$ cat config.mk
export PLATFORM = sky130hd
export DESIGN_NAME = ca_row
export DESIGN_NICKNAME = d
export VERILOG_FILES = /design/src/rtl/ca_pkg.sv /design/src/rtl/ca_cell.sv /design/src/rtl/ca_row.sv
export SDC_FILE = /design/constraint.sdc
export NUM_CORES = 1
export LEC_CHECK = 0
export CAP_MARGIN = 30
export CORE_UTILIZATION = 45
export DETAILED_ROUTE_END_ITERATION = 7
export HOLD_SLACK_MARGIN = 0.15
export PLACE_DENSITY = 0.8
export SKIP_CTS_REPAIR_TIMING = 1
export SYNTH_ARGS = -nofsm -noshare
export SYNTH_HDL_FRONTEND = slang
export SYNTH_SLANG_ARGS = --single-unit
$ cat constraint.sdc
create_clock -name clk -period 3.9 [get_ports clk]
set_input_delay 0.78 -clock clk [delete_from_list [all_inputs] [get_ports clk]]
set_output_delay 0.78 -clock clk [all_outputs]
set_load 0.02 [all_outputs]
$ cat src/rtl/ca_pkg.sv
// Shared types and constants for the ca_row cellular-automaton block.
// Optional feature macro used by this slice: CA_STUCK_DETECT_EN.
package ca_pkg;

  localparam int RULE_W = 8;

  localparam logic MODE_FIXED = 1'b0;
  localparam logic MODE_WRAP  = 1'b1;

  typedef enum logic [1:0] {
    ST_IDLE = 2'd0,
    ST_RUN  = 2'd1,
    ST_DONE = 2'd2
  } ca_state_e;

  // Wolfram lookup: neighbourhood {L, C, R} selects one bit of the rule
  function automatic logic ca_lookup(input logic [RULE_W-1:0] rule, input logic [2:0] nbhd);
    logic bit_v;
    case (nbhd)
      3'd0:    bit_v = rule[0];
      3'd1:    bit_v = rule[1];
      3'd2:    bit_v = rule[2];
      3'd3:    bit_v = rule[3];
      3'd4:    bit_v = rule[4];
      3'd5:    bit_v = rule[5];
      3'd6:    bit_v = rule[6];
      3'd7:    bit_v = rule[7];
      default: bit_v = 1'b0;
    endcase
    return bit_v;
  endfunction

endpackage

$ cat src/rtl/ca_cell.sv
// Single automaton cell: combinational rule lookup from its 3-bit neighbourhood.
module ca_cell
  import ca_pkg::*;
(
  input  logic [RULE_W-1:0] rule,
  input  logic              nbr_left,
  input  logic              center,
  input  logic              nbr_right,
  output logic              next_bit
);

  logic [2:0] nbhd_s;

  // Rule lookup for this cell
  always_comb begin
    nbhd_s   = {nbr_left, center, nbr_right};
    next_bit = ca_lookup(rule, nbhd_s);
  end

endmodule

$ cat src/rtl/ca_row.sv
// WIDTH-cell automaton row with load/run/done control and boundary modes.
// Optional stuck (fixed-point) detection when CA_STUCK_DETECT_EN is defined.
module ca_row
  import ca_pkg::*;
#(
  parameter int WIDTH = 16,
  parameter int GEN_W = 8
) (
  input  logic              clk,
  input  logic              reset,
  input  logic [RULE_W-1:0] rule,
  input  logic              wrapMode,
  input  logic [WIDTH-1:0]  initialState,
  input  logic [GEN_W-1:0]  genTarget,
  input  logic              start,
  input  logic              tick,
  input  logic              abort,
  output logic [WIDTH-1:0]  currentState,
  output logic [GEN_W-1:0]  genCount,
  output logic              busy,
  output logic              done
`ifdef CA_STUCK_DETECT_EN
  ,
  output logic              stable
`endif
);

  ca_state_e         state_r;
  ca_state_e         state_nxt_s;
  logic [RULE_W-1:0] rule_r;
  logic              wrap_r;
  logic [GEN_W-1:0]  target_r;
  logic [GEN_W-1:0]  gen_r;
  logic [GEN_W-1:0]  gen_inc_s;
  logic [WIDTH-1:0]  row_r;
  logic [WIDTH-1:0]  next_row_s;
  logic [WIDTH-1:0]  left_s;
  logic [WIDTH-1:0]  right_s;
  logic              busy_r;
  logic              done_r;
  logic              load_s;
  logic              advance_s;
  logic              abort_s;
  logic              tgt_zero_s;

  // Edge cells see either the opposite end (torus) or a constant zero
  for (genvar i = 0; i < WIDTH; i++) begin : g_cell
    if (i == WIDTH - 1) begin : g_left_edge
      assign left_s[i] = (wrap_r == MODE_WRAP) ? row_r[0] : 1'b0;
    end else begin : g_left_inner
      assign left_s[i] = row_r[i+1];
    end

    if (i == 0) begin : g_right_edge
      assign right_s[i] = (wrap_r == MODE_WRAP) ? row_r[WIDTH-1] : 1'b0;
    end else begin : g_right_inner
      assign right_s[i] = row_r[i-1];
    end

    ca_cell u_cell (
      .rule      (rule_r),
      .nbr_left  (left_s[i]),
      .center    (row_r[i]),
      .nbr_right (right_s[i]),
      .next_bit  (next_row_s[i])
    );
  end

  assign gen_inc_s  = gen_r + {{(GEN_W-1){1'b0}}, 1'b1};
  assign tgt_zero_s = (genTarget == {GEN_W{1'b0}});

`ifdef CA_STUCK_DETECT_EN
  logic stuck_s;
  logic stable_r;
  assign stuck_s = (next_row_s == row_r);
`endif

  // Next-state decode; abort takes priority over start and tick
  always_comb begin
    state_nxt_s = state_r;
    load_s      = 1'b0;
    advance_s   = 1'b0;
    abort_s     = 1'b0;
    case (state_r)
      ST_IDLE: begin
        if (start && !abort) begin
          load_s      = 1'b1;
          state_nxt_s = tgt_zero_s ? ST_DONE : ST_RUN;
        end else begin
          state_nxt_s = ST_IDLE;
        end
      end
      ST_RUN: begin
        if (abort) begin
          abort_s     = 1'b1;
          state_nxt_s = ST_IDLE;
        end else if (tick) begin
          advance_s = 1'b1;
          if (gen_inc_s == target_r) begin
            state_nxt_s = ST_DONE;
          end
`ifdef CA_STUCK_DETECT_EN
          else if (stuck_s) begin
            state_nxt_s = ST_DONE;
          end
`endif
          else begin
            state_nxt_s = ST_RUN;
          end
        end else begin
          state_nxt_s = ST_RUN;
        end
      end
      ST_DONE: begin
        if (abort) begin
          abort_s     = 1'b1;
          state_nxt_s = ST_IDLE;
        end else if (start) begin
          load_s      = 1'b1;
          state_nxt_s = tgt_zero_s ? ST_DONE : ST_RUN;
        end else begin
          state_nxt_s = ST_DONE;
        end
      end
      default: begin
        state_nxt_s = ST_IDLE;
      end
    endcase
  end

  // State register and registered status flags
  always_ff @(posedge clk or negedge reset) begin
    if (!reset) begin
      state_r <= ST_IDLE;
      busy_r  <= 1'b0;
      done_r  <= 1'b0;
    end else begin
      state_r <= state_nxt_s;
      busy_r  <= (state_nxt_s == ST_RUN);
      done_r  <= (state_nxt_s == ST_DONE);
    end
  end

  // Run configuration, captured only when a start is accepted
  always_ff @(posedge clk or negedge reset) begin
    if (!reset) begin
      rule_r   <= {RULE_W{1'b0}};
      wrap_r   <= 1'b0;
      target_r <= {GEN_W{1'b0}};
    end else if (load_s) begin
      rule_r   <= rule;
      wrap_r   <= wrapMode;
      target_r <= genTarget;
    end else begin
      rule_r   <= rule_r;
      wrap_r   <= wrap_r;
      target_r <= target_r;
    end
  end

  // Row and generation counter; both simply hold on abort
  always_ff @(posedge clk or negedge reset) begin
    if (!reset) begin
      row_r <= {WIDTH{1'b0}};
      gen_r <= {GEN_W{1'b0}};
    end else if (load_s) begin
      row_r <= initialState;
      gen_r <= {GEN_W{1'b0}};
    end else if (advance_s) begin
      row_r <= next_row_s;
      gen_r <= gen_inc_s;
    end else begin
      row_r <= row_r;
      gen_r <= gen_r;
    end
  end

`ifdef CA_STUCK_DETECT_EN
  // Fixed-point flag: set by a no-change tick, cleared by start or abort
  always_ff @(posedge clk or negedge reset) begin
    if (!reset) begin
      stable_r <= 1'b0;
    end else if (load_s || abort_s) begin
      stable_r <= 1'b0;
    end else if (advance_s && stuck_s) begin
      stable_r <= 1'b1;
    end else begin
      stable_r <= stable_r;
    end
  end

  assign stable = stable_r;
`endif

  assign currentState = row_r;
  assign genCount     = gen_r;
  assign busy         = busy_r;
  assign done         = done_r;

endmodule

==> impl_metrics.ini, run 1 <==
[yosys]
ys_types = 45
synth_top_cell_area_share = 0.350
ys_warn_count = 0
async_flop_share = 1.00
synth_area_leader_cell = dfrtp_1
yosysMostFrequentCell = dfrtp_1
synth_fp_nets = 328
ys_ff_latch = 45
ys_seq_area_frac = 0.350
synth-edff-count = 0
synth_ff_type = dfrtp_1
synthCells = 289
yosys-top-cells-area = dfrtp_1 (35%), mux4_2 (20%), mux2_2 (6.3%)
syn_area_um2 = 3220
syn_avg_cell_area_um2 = 11.1
synth_commonest_cells = dfrtp_1 (45), mux4_2 (29), clkbuf_1 (26)

[grt]
antenna_found_initial = 0
grt_overflow = 0
grt_util_all_layers = 0.205
first_global_vias = 2404
grt_pass1_wl_um = 12000
grt_max_degree = 38

[critical_path]
critPathLaunchType = primary input
r2r_end = busy
critPathArrivalTime_ps = 2650
worst-r2r-setup-slack_ps = 1760
cp_max_fo = 19
worstPathRequired_ps = 4080
r2r_cells = 6
crit_path_end_kind = register
worstSetupPathType = in2reg
endpoint = currentState[6]
cp-startpoint = tick
reg2reg_from = genCount[0]

[cells_and_area]
diodes = 0
fillers = 594
drive_gt1_frac = 0.215
nets = 354
areaGrowthSynthToFinish_pct = 20.4
multiInputGateArea_um2 = 1840
register_area_um2 = 1130

[clock_tree]
tritoncts = done
numCtsBuffers = 5
root_buffer = clkbuf_8
clock_latency_ps = 300
clock_path_buffers = 2
clock-sinks = 45
path_clk_slew_ps = 90
cts-htree-levels = 2

[timing]
rsz0062_at_grt = false
period_share = 0.635
clock-skew-final_ps = 8.60
hold_violations = 0
drv_slew = 0
period_needed_ps = 2470
slew_headroom = 0.462
worstMarginPinSlew_ps = 805
fmax_mhz = 404
setup_viol = 0
holdWs_ps = 474
setup_tns_ps = 0

[floorplanning]
die_w_um = 86.5
die_h_um = 86.5
start_util = 0.471
core.rowCount = 30
coreArea_um2 = 6830
die_area_um2 = 7490
io_pins = 64

[routing]
drc = 0
drt_iter0_drc = 328
vias_per_cell = 6.06
wl_per_cell_um = 17.7
ant_nets = 0
wl_um = 7290
drtPass1Iterations = 4
via_count = 2497

[worst_hold_path]
min_path_type = in2async

[power]
leakage_uw = 0.00146
ir_drop_mv = 0.192
powerDensity_nw_per_um2 = 474

[flow_run]
maxCapViolCount = 0

[place]
dp_hpwl_um = 5130
port_buffers = 63
globalplace.congestion = 0.840

[status]
status = finished clean
## through the flow
stage,utilization,instances,setup slack (ps),area [um2],total power [uW]
2_1_floorplan,-,289,1910,3220,1350
5_1_grt,0.567,412,1330,3870,1940
3_5_place_dp,0.553,404,1160,3780,1540
4_1_cts,0.567,412,1460,3870,1840
3_3_place_gp,0.549,403,1190,3750,1510
6_report,0.567,412,1430,3870,1840
## routing by layer
metal / routed length [um] / GRT usage / vias up
met3: 459 / 0.0257 / 18
li1: - / - / 1133
met4: 188 / 0.0803 / 0
met5: 0 / 0 / -
met1: 3260 / 0.309 / 1232
met2: 3380 / 0.303 / 114
## flip-flops by register name (all words and copies together), names as in the netlist
register      flops
state_r           2
busy              1
currentState     16
done              1
target_r          8
rule_r            8
wrap_r            1
genCount          8
## kinds of logic after synthesis
family                   share of synthesized area
AO/OA/AOI/OAI                                0.128
XOR/XNOR                                    0.0300
adder cells (fa/ha/maj)                    0.00389
buffers and inverters                       0.0809
flip-flops                                   0.350
multiplexers                                 0.310
AND/OR/NAND/NOR                             0.0977
## power by group
| group | switching [uW] | total (uW) | internal [uW] |
|---|---|---|---|
| clock | 172 | 302 | 130 |
| combinational | 261 | 744 | 482 |
| sequential | 241 | 791 | 550 |
## worst max-delay path: stages
cell and delay, ps:
clkdlybuf4s50_1 460, nor4bb_2 190, buf_4 210, nor2_1 500
buf_4 300, a22oi_1 80, o21ai_0 130
## worst min-delay path by stage
stage | start | endpoint | slack, ps | cells after the start
2_1_floorplan | reset | busy | 480 | 0
3_3_place_gp | target_r[1] | target_r[1] | 520 | 1
3_5_place_dp | target_r[1] | target_r[1] | 520 | 1
4_1_cts | reset | target_r[7] | 480 | 1
5_1_grt | reset | target_r[6] | 510 | 1
6_report | reset | target_r[7] | 470 | 1
## area by class of cell
| class | instances | share of cell area |
|---|---|---|
| multi-input cells | 192 | 0.475 |
| clock buffers | 5 | 0.0178 |
| well taps | 96 | 0.0310 |
| inverters | 4 | 0.00388 |
| repair buffers | 67 | 0.175 |
| clock inverters | 3 | 0.00646 |
| flip-flops and latches | 45 | 0.291 |
## placed cells by master, fill, tap and decap left out, drive strengths merged, types with 6 or more instances in the layout
| master | n |
|---|---|
| clkdlybuf4s50 | 62 |
| dfrtp | 45 |
| mux4 | 29 |
| o21ai | 21 |
| mux2 | 18 |
| nand2 | 16 |
| mux2i | 14 |
| nor2 | 14 |
| a22oi | 10 |
| xnor2 | 8 |
| o31ai | 7 |
| a31oi | 6 |
Power figures use the tool's default switching activity.
==> inputs of run 2 (changes only) <==
--- a/config.mk
+++ b/config.mk
@@ -9,7 +9,7 @@
 export CORE_UTILIZATION = 45
 export DETAILED_ROUTE_END_ITERATION = 7
 export HOLD_SLACK_MARGIN = 0.15
-export PLACE_DENSITY = 0.8
+export PLACE_DENSITY = 0.83
 export SKIP_CTS_REPAIR_TIMING = 1
 export SYNTH_ARGS = -nofsm -noshare
 export SYNTH_HDL_FRONTEND = slang
==> constraint.sdc (replaced) <==
create_clock -name clk -period 2.1 [get_ports clk]
set_input_delay 0.42 -clock clk [delete_from_list [all_inputs] [get_ports clk]]
set_output_delay 0.42 -clock clk [all_outputs]
set_load 0.02 [all_outputs]
==> run 2 against run 1 <==
  * Setup slack lost 1300 ps
  * Register-to-register slack got worse by 1700 ps
  * Power is 89% higher
  * Combinational power up 100%
  * Cell area grew 2.6%
  * Sequential share of layout area down 0.72 points
  * Cell count up 3.2%
  * First-iteration DRC count down 4.6%
  * Critical endpoint is now busy
  * Largest power group is now combinational logic
==> impl_metrics.ini, run 2 (synthesis gave the netlist of run 1 again) <==
[cells_and_area]
mostFrequentLayoutCells = clkdlybuf4s50_1 (62), dfrtp_1 (45), mux4_2 (29), o21ai_0 (20), mux2_2 (18)
multiInputGateArea_um2 = 1850
utilization = 0.581
register_area_um2 = 1130
final_cell_count_no_fill = 425
largest_register_ffs = 16
diodes = 0
final_common_cell = clkdlybuf4s50_1
nets = 367
drive_gt1_frac = 0.243
fillers = 562
areaGrowthSynthToFinish_pct = 23.5

[clock_tree]
numCtsBuffers = 5
clock-sinks = 45
path_clk_slew_ps = 90
cts-htree-levels = 2
tritoncts = done
clock_path_buffers = 2
root_buffer = clkbuf_8
clock_latency_ps = 300

[timing]
slew_headroom = 0.634
period_needed_ps = 2020
setup_ws_ps = 82.7
hold_violations = 0
drv_slew = 0
period_share = 0.961
setup_tns_ps = 0
setup_viol = 0
rsz0062_at_grt = false
worstMarginPinSlew_ps = 548
fmax_mhz = 496
clock-skew-final_ps = 8.11

[worst_hold_path]
hold-path-cell-count = 1
min_path_type = reg2reg
min_from = target_r[3]
min_delay_worst_endpoint = target_r[3]

[grt]
grt_max_degree = 26
grt_overflow = 0
antenna_found_initial = 0
grt_util_all_layers = 0.232
first_global_vias = 2557
grt_pass1_wl_um = 13200

[critical_path]
critPathLaunchType = register
crit_path_end_kind = register
cp_max_fo = 5
worstSetupPathType = reg2reg
reg2reg_from = genCount[0]
worst-r2r-setup-slack_ps = 80
r2r_end = busy
r2r_cells = 6
worstPathRequired_ps = 2270
critPathArrivalTime_ps = 2190

[flow_run]
maxCapViolCount = 0

[routing]
drtPass1Iterations = 5
drt_iter0_drc = 313
via_count = 2611
vias_per_cell = 6.14
drc = 0
ant_nets = 0
wl_um = 8110
wl_per_cell_um = 19.1

[power]
ir_drop_mv = 0.284
powerDensity_nw_per_um2 = 873
leakage_uw = 0.00152
finalPower_uw = 3470

[place]
globalplace.congestion = 0.840
dp_hpwl_um = 5750
pre_cts_ws_ps = -108
dp.cells = 416
port_buffers = 63

[floorplanning]
start_util = 0.471
core.rowCount = 30
die_area_um2 = 7490
die_w_um = 86.5
die_h_um = 86.5
io_pins = 64
coreArea_um2 = 6830

[status]
status = finished clean
==> run 2: layer usage <==
layer  track usage  wire, um  up-vias
met5             0         0        -
met4        0.0909       156        0
met3        0.0429       655       15
met2         0.367      4040      146
met1         0.318      3260     1286
li1              -         -     1164
==> run 2: final cells by class <==
| type | count | share of cell area |
|---|---|---|
| multi-input combinational | 192 | 0.466 |
| sequential | 45 | 0.284 |
| timing repair buffer | 80 | 0.194 |
| tap | 96 | 0.0303 |
| clock buffer | 5 | 0.0173 |
| clock inverter | 3 | 0.00567 |
| inverter | 4 | 0.00378 |
==> run 2: how the worst max path moves through the flow <==
| stage | start | endpoint | slack, ps | depth (start not counted) |
|---|---|---|---|---|
| global placement | genTarget[1] | busy | -40 | 6 |
| floorplan | genCount[0] | busy | 160 | 6 |
| detailed placement | genTarget[1] | busy | -110 | 6 |
| finish | genCount[0] | busy | 80 | 6 |
| global route | currentState[4] | currentState[4] | 7 | 1 |
| CTS | currentState[4] | currentState[4] | 100 | 1 |
==> run 2: report_power, final <==
| group | internal [uW] | total [uW] | switching (uW) |
|---|---|---|---|
| registers | 1020 | 1410 | 393 |
| clock network | 236 | 552 | 316 |
| logic | 934 | 1500 | 565 |
==> run 2: critical path, stage by stage (launching register included) <==
cell,delay (ps)
dfrtp_1,400
ha_1,280
and3_1,220
nand3_1,140
mux2_2,380
nor4_4,320
a31oi_1,140
==> run 2: stage by stage <==
step | hold WS [ps] | instance area, um2
floorplan | 124 | 3220
global placement | 415 | 3870
detailed placement | 427 | 3870
CTS | 93.3 | 3960
global route | 566 | 3970
finish | 535 | 3970
==> inputs of run 3 (changes only) <==
--- a/config.mk
+++ b/config.mk
@@ -8,7 +8,7 @@
 export CAP_MARGIN = 30
 export CORE_UTILIZATION = 45
 export DETAILED_ROUTE_END_ITERATION = 7
-export HOLD_SLACK_MARGIN = 0.15
+export HOLD_SLACK_MARGIN = 0.12
 export PLACE_DENSITY = 0.83
 export SKIP_CTS_REPAIR_TIMING = 1
 export SYNTH_ARGS = -nofsm -noshare
==> results of run 3 <==
Same layout as run 2: the final DEF is identical, and so are final timing and power.
